**src/rtl/vai_rd_sched.sv**
```systemverilog
// Round-robin read scheduler for sub-AFUs with per-AFU outstanding-read credits.
// Define VAI_RD_SCHED_OFFSET_EN to add the per-AFU offset_array value to upstream addresses.
module vai_rd_sched #(
    parameter int NUM_SUB_AFUS    = 8,
    parameter int MAX_OUTSTANDING = 64,
    localparam int VMID_WIDTH     = $clog2(NUM_SUB_AFUS) + 1,
    localparam int CNT_WIDTH      = $clog2(MAX_OUTSTANDING + 1)
) (
    input  logic                               clk,
    input  logic                               reset_n,
    input  logic [NUM_SUB_AFUS-1:0]            afu_rd_valid,
    input  logic [NUM_SUB_AFUS-1:0][41:0]      afu_rd_addr,
    input  logic [NUM_SUB_AFUS-1:0][15:0]      afu_rd_mdata,
    output logic [NUM_SUB_AFUS-1:0]            afu_rd_grant,
    input  logic [NUM_SUB_AFUS-1:0][63:0]      offset_array,
    input  logic                               up_c0_almfull,
    output logic                               up_rd_valid,
    output logic [41:0]                        up_rd_addr,
    output logic [15:0]                        up_rd_mdata,
    input  logic                               rsp_valid,
    input  logic [VMID_WIDTH-1:0]              rsp_vmid,
    output logic                               credit_err
);

    localparam int PTR_W = (NUM_SUB_AFUS > 1) ? $clog2(NUM_SUB_AFUS) : 1;
    localparam int LOW_W = 16 - VMID_WIDTH;

    logic [NUM_SUB_AFUS-1:0] eligible;
    logic                    grant_vld;
    logic [PTR_W-1:0]        grant_idx;
    logic [PTR_W-1:0]        rr_ptr_q, rr_ptr_d;
    logic [CNT_WIDTH-1:0]    cnt_q [NUM_SUB_AFUS];
    logic [CNT_WIDTH-1:0]    cnt_d [NUM_SUB_AFUS];
    logic                    credit_err_q, err_d;
    logic                    up_rd_valid_q;
    logic [41:0]             up_rd_addr_q, up_rd_addr_d;
    logic [15:0]             up_rd_mdata_q, up_rd_mdata_d;

    // Upper offset bits and the vmid-overlaid mdata bits never reach the outputs.
    logic unused_inputs;
    assign unused_inputs = ^{offset_array, afu_rd_mdata};

    always_comb begin
        eligible = '0;
        for (int i = 0; i < NUM_SUB_AFUS; i++) begin
            eligible[i] = reset_n && afu_rd_valid[i] && !up_c0_almfull &&
                          (cnt_q[i] < CNT_WIDTH'(MAX_OUTSTANDING));
        end
    end

    // NOTE: every output of this block gets a default first, so no path leaves a latch.
    always_comb begin
        int idx;
        idx          = 0;
        grant_vld    = 1'b0;
        grant_idx    = '0;
        afu_rd_grant = '0;
        for (int k = 0; k < NUM_SUB_AFUS; k++) begin
            idx = int'(rr_ptr_q) + k;
            if (idx >= NUM_SUB_AFUS) idx = idx - NUM_SUB_AFUS;
            if (!grant_vld && eligible[idx]) begin
                grant_vld = 1'b1;
                grant_idx = PTR_W'(idx);
            end
        end
        if (grant_vld) afu_rd_grant[grant_idx] = 1'b1;
    end

    always_comb begin
        up_rd_addr_d  = '0;
        up_rd_mdata_d = '0;
        rr_ptr_d      = rr_ptr_q;
        if (grant_vld) begin
`ifdef VAI_RD_SCHED_OFFSET_EN
            up_rd_addr_d = afu_rd_addr[grant_idx] + offset_array[grant_idx][41:0];
`else
            up_rd_addr_d = afu_rd_addr[grant_idx];
`endif
            up_rd_mdata_d = {VMID_WIDTH'(grant_idx), afu_rd_mdata[grant_idx][LOW_W-1:0]};
            rr_ptr_d      = (int'(grant_idx) == NUM_SUB_AFUS - 1) ? '0 : grant_idx + 1'b1;
        end
    end

    // A grant and a response to the same AFU cancel; only a lone response can underflow.
    always_comb begin
        logic inc, dec;
        inc   = 1'b0;
        dec   = 1'b0;
        err_d = 1'b0;
        for (int i = 0; i < NUM_SUB_AFUS; i++) begin
            inc      = grant_vld && (grant_idx == PTR_W'(i));
            dec      = rsp_valid && (rsp_vmid == VMID_WIDTH'(i));
            cnt_d[i] = cnt_q[i];
            if (inc && !dec) begin
                cnt_d[i] = cnt_q[i] + 1'b1;
            end else if (dec && !inc) begin
                if (cnt_q[i] == '0) err_d = 1'b1;
                else                cnt_d[i] = cnt_q[i] - 1'b1;
            end
        end
    end

    // NOTE: state uses non-blocking assignments; the small counter array is reset too,
    // since credits of a discarded request must not survive reset.
    always_ff @(posedge clk) begin
        if (!reset_n) begin
            up_rd_valid_q <= 1'b0;
            up_rd_addr_q  <= '0;
            up_rd_mdata_q <= '0;
            credit_err_q  <= 1'b0;
            rr_ptr_q      <= '0;
            for (int i = 0; i < NUM_SUB_AFUS; i++) cnt_q[i] <= '0;
        end else begin
            up_rd_valid_q <= grant_vld;
            up_rd_addr_q  <= up_rd_addr_d;
            up_rd_mdata_q <= up_rd_mdata_d;
            credit_err_q  <= credit_err_q | err_d;
            rr_ptr_q      <= rr_ptr_d;
            for (int i = 0; i < NUM_SUB_AFUS; i++) cnt_q[i] <= cnt_d[i];
        end
    end

    assign up_rd_valid = up_rd_valid_q;
    assign up_rd_addr  = up_rd_addr_q;
    assign up_rd_mdata = up_rd_mdata_q;
    assign credit_err  = credit_err_q;

endmodule

```
**config.mk**
```make
export PLATFORM = sky130hd
export DESIGN_NAME = vai_rd_sched
export DESIGN_NICKNAME = d
export VERILOG_FILES = /design/src/rtl/vai_rd_sched.sv
export SDC_FILE = /design/constraint.sdc
export NUM_CORES = 1
export LEC_CHECK = 0
export BUFFER_PORTS_ARGS = -buffer_cell sky130_fd_sc_hd__buf_2
export CAP_MARGIN = 30
export CORE_AREA = 2 2 412 414
export DETAILED_ROUTE_END_ITERATION = 6
export DIE_AREA = 0 0 414 416
export PLACE_DENSITY = 0.35
export SKIP_LAST_GASP = 1
export SYNTH_ARGS = -nofsm -noshare
export SYNTH_HDL_FRONTEND = slang
export SYNTH_SLANG_ARGS = --single-unit
```
**constraint.sdc**
```tcl
create_clock -name clk -period 6.1 [get_ports clk]
set_clock_uncertainty 0.1 [all_clocks]
set_input_delay 0.61 -clock clk [delete_from_list [all_inputs] [get_ports clk]]
set_output_delay 0.61 -clock clk [all_outputs]
set_load 0.1 [all_outputs]
```
Yosys cells after proc, flatten, opt, wreduce, memory -nomap -nowiden. Memories as Yosys holds them, arrays and structs flattened. Cells that the tools add are included.

Register bits after elaboration: 63. Bits in writable memories: 56. Memories kept: 1. Input bits: 992.

Memory list: cnt_q (depth 8, width 7, read ports 8, clocked after Yosys merged registers in 0, wr ports 8, RTL line 32) `logic [CNT_WIDTH-1:0] cnt_q [NUM_SUB_AFUS];`.

Mux-type cells: 114. Equality and inequality tests: 15. Add/sub/neg operators: 32. Reduce and logical (&&, ||, !) cells: 99. Order comparisons: 26. Bitwise gates (word level): 9.

Operators with widths (count): $lt A32 B5 Y1 const B (8); $mux W32 (8); $mux W7 (32); $bmux W42 S3 (1); $logic_and A1 B1 Y1 (64); $add A7 B1 Y7 const B (8); $logic_not A7 Y1 (8); $lt A7 B7 Y1 const B (8); $sub A7 B1 Y7 const B (8); $mux W1 (51); $bmux W16 S3 (1); $mux W42 (1); $sub A4 B4 Y5 const B (7); $ge A4 B4 Y1 const B (7); $mux W3 (9); $bmux W1 S3 (8); $logic_not A1 Y1 (24); $add A3 B3 Y4 const B (4); $eq A4 B3 Y1 const B (4); $eq A3 B3 Y1 const B (4); $mux W12 (1); $or A1 B1 Y1 (9); $add A3 B2 Y4 const B (2); $eq A4 B2 Y1 const B (2); 14 further kinds (16).

Logic depth before layout (Yosys ltp).
Word-level depth: 56. Gate-level depth with buffers: 30. Depth with buffers taken out: 25.

Worst setup path after synthesis. OpenSTA, ideal clock, no wires.

Kind: flip-flop to output port. Start point: register rr_ptr_q[1]. End point: output port afu_rd_grant[0]. Arrival time: 5.411 ns. Slack: -0.021 ns. Cell stages (with the launch flop): 16. Data required time: 5.390 ns. Cell sequence: dfxtp_1 > buf_2 > inv_1 > ha_1 > clkbuf_1 > mux4_2 > a22oi_1 > nand4_1 > or3_4 > and2_1 > a311oi_1 > buf_4 > buf_6 > buf_4 > inv_2 > nor3_1.

Word-level cells in the longest chain between the ends: 32.

RTL lines: start: declaration (RTL line 31) `logic [PTR_W-1:0] rr_ptr_q, rr_ptr_d;`; start signal: assignment (RTL line 118) `rr_ptr_q <= rr_ptr_d;`; parallel branches: the longest is 26 deep, another holds $sub A4 B4 Y5; $mux W3 (*) (RTL line 61) `if (!grant_vld && eligible[idx]) begin`; named net grant_idx[1] (RTL line 30) `logic [PTR_W-1:0] grant_idx;`; $lt A3 B4 Y1 (not written as such) / $ge A3 B1 Y1 (equally long branches) (RTL line 66) `if (grant_vld) afu_rd_grant[grant_idx] = 1'b1;`; $logic_and A1 B1 Y1 (not written as such) (RTL line 66); $mux W1 (not written as such) (RTL line 66); $demux W1 S3 (*) (RTL line 66); $mux W8 (*) (RTL line 66); end: declaration (RTL line 14) `output logic [NUM_SUB_AFUS-1:0] afu_rd_grant,`.

Mark *: on every way through the listed nets, which the timed path passes. The select of a mux whose other input is x is not followed.

==> impl_metrics.toml <==
[placed_design]
place_congestion = 0.812
dpl.hpwl_mm = 56.7
portBuffers = 514

[logic_synthesis]
synth_edf_count = 0
postSynthAreaPerCell_um2 = 9.24
synth_commonest_cells = "mux2i_1 (220), dfxtp_1 (118), nand2_1 (92), nor2_1 (68)"
ys_seq_area_share_pct = 21.8
syn-cell-area_um2 = 10800
synth_ff_type = "dfxtp_1"
post-synth-top-area-fraction_pct = 21.8
post-synth-top-count-cell = "mux2i_1"
ys_seq_elements = 118
synthArstFlopShare_pct = 0
yosysWarnings = 0
yosysUniqueCellTypes = 68
syn_inst = 1173
synth_area_leader_cell = "dfxtp_1"
syn_nets = 2237
synthTopCellsByArea = "dfxtp_1 (22%), mux2i_1 (20%), ha_1 (7.4%), mux2_2 (6.7%), o22ai_2 (3.3%)"

[global_routing]
grt_pass1_wl_mm = 88.5
grt.total_usage_pct = 7.52
grt-ovfl-total = 0
antenna_found_initial = 7
grt_pass1_vias = 11000
grt_max_degree = 129

[critical_path]
end_kind = "register"
crit_top_cell = "a21o_1"
arrival_ps = 5920
crit_chain = "buf_4 > and3b_1 > o211ai_1 > nor2b_1 > o22ai_1 > a211oi_1 > nand3_1 > a22o_1 > inv_6 > ha_1 > nand2_1 > inv_1 > ha_1 > inv_1 > buf_4 > fa_1 > a21o_1 > a21o_1 > a21o_1 > a21oi_1 > xnor2_1 > nand2_1 > xor2_1 > nor2_1"
r2r_slack_ps = 420
worstSetupPathType = "reg2reg"
required_ps = 6330
slowest_stage = "nor2b_1"
cp_max_fo = 21
max_stage_delay_ps = 540
start_kind = "register"

[layout]
synthToLayoutAreaGrowth_pct = 55.6
nets = 2766
layout-drive-gt1-share_pct = 42.3

[clocking]
ctsResizeCount = 0
ctsRootBufferMaster = "clkbuf_16"
cts_sinks = 118
cts_setup_buffers = 0
cts_inserted_buffers = 17
cts_tree = "yes"
cts_buffer_depth = 2
clk_pin_slew_ps = 70
htreeDepth = 4
clkLatencyLatePin_ps = 480
cts_hold_buffers = 0

[floorplanning]
die_height_um = 416
fp-row-count = 151
pin_count = 1060
die_w_um = 414
die_area_um2 = 172000
core_area_um2 = 168000
start_util_pct = 6.44

[route]
drtPass1Iterations = 5
routed_wl_mm = 66.1
wire_per_inst_um = 16.8
drc = 0
drt_iter0_markers = 383
vias = 10700
via_per_inst = 2.72
drtAntennaViolNets = 0

[timing]
finalSetupViolations = 0
hold_viol = 0
max_freq_mhz = 176
tns_ps = 0
tightest_slew_ps = 1120
rsz0062_at_grt = "no"
period_share_pct = 93.2
slew_headroom_pct = 25.4
slew_violations = 0
finalCriticalPeriod_ps = 5680

[status]
status = "completed"

[min_path]
hold_class = "reg2reg"

[run]
cap_violations = 0
-- cell usage in the layout (no fill, tap or decap), types with 37 or more instances in the layout --
master	synthesis	routed
buf_2	25	514
mux2i_1	220	220
dfxtp_1	118	118
nand2_1	92	91
nor2_1	68	68
mux2_2	64	64
ha_1	64	64
buf_4	7	64
a21oi_1	62	62
a21o_1	37	37
-- stage by stage --
stage | std cells | utilization (%) | setup slack, ps | instance area [um^2] | hold WS, ps
floorplan | 1173 | - | 9.95 | 10800 | 343
global placement | 3901 | 9.66 | 100 | 16200 | 363
detailed placement | 3901 | 9.66 | 167 | 16200 | 367
CTS | 3933 | 10.0 | 213 | 16900 | 377
global route | 3935 | 10.0 | 23.0 | 16900 | 399
finish | 3936 | 10.0 | 416 | 16900 | 372
-- logic make-up (layout without fill, tap and decap cells) --
family / after synthesis / in the layout / share of synthesized area (%)
muxes: 308 / 308 / 29.9
and+or+nand+nor: 266 / 266 / 12.0
AOI/OAI and AO/OA: 240 / 240 / 16.7
DFF: 118 / 118 / 21.8
buffers and inverters: 110 / 652 / 5.94
adders and majority gates: 72 / 72 / 8.87
xor gates and xnor gates: 58 / 58 / 4.69
other: 1 / 4 / 0.0346
-- area by class of cell --
type / count / area [um^2]
timing repair buffer: 581 / 3100
clock buffer: 18 / 439
clock inverter: 14 / 163
inverter: 39 / 151
fill: 19600 / 151000
sequential: 118 / 2360
tap: 2218 / 2780
antenna: 3 / 7.51
multi-input combinational: 945 / 7860
-- registers in the layout, indices dropped and copies added (netlist names) --
name         flops
cnt_q           56
rr_ptr_q         3
credit_err       1
up_rd_addr      42
up_rd_valid      1
up_rd_mdata     15
-- routing by layer --
layer | routed length [um] | up-vias | share of wire, % | GRT usage [%]
li1 | - | 5390 | - | -
met1 | 25800 | 4991 | 39 | 8.24
met2 | 26300 | 301 | 40 | 10.4
met3 | 13400 | 30 | 20 | 7.48
met4 | 472 | 4 | 0.71 | 1.04
met5 | 14 | - | 0.021 | 0
-- worst paths after layout --
| check | cells after the start | startpoint | to |
|---|---|---|---|
| hold reg to reg | 2 | cnt_q[0][19] | cnt_q[0][19] |
| hold / removal | 2 | cnt_q[0][19] | cnt_q[0][19] |
| setup / recovery | 24 | rr_ptr_q[0] | cnt_q[0][27] |
| setup reg to reg | 24 | rr_ptr_q[0] | cnt_q[0][27] |
-- worst max-delay path: cells and delay by family, from the launching register on --
family	cells	cell delay, ps
AOI/OAI and AO/OA	8	2100
and+or+nand+nor	6	1150
DFF	1	320
xor gates and xnor gates	2	290
buffers and inverters	5	800
adders and majority gates	3	790
Power is not shown: default switching activity piles up to over one toggle a cycle in this logic, so the estimate is an artifact.
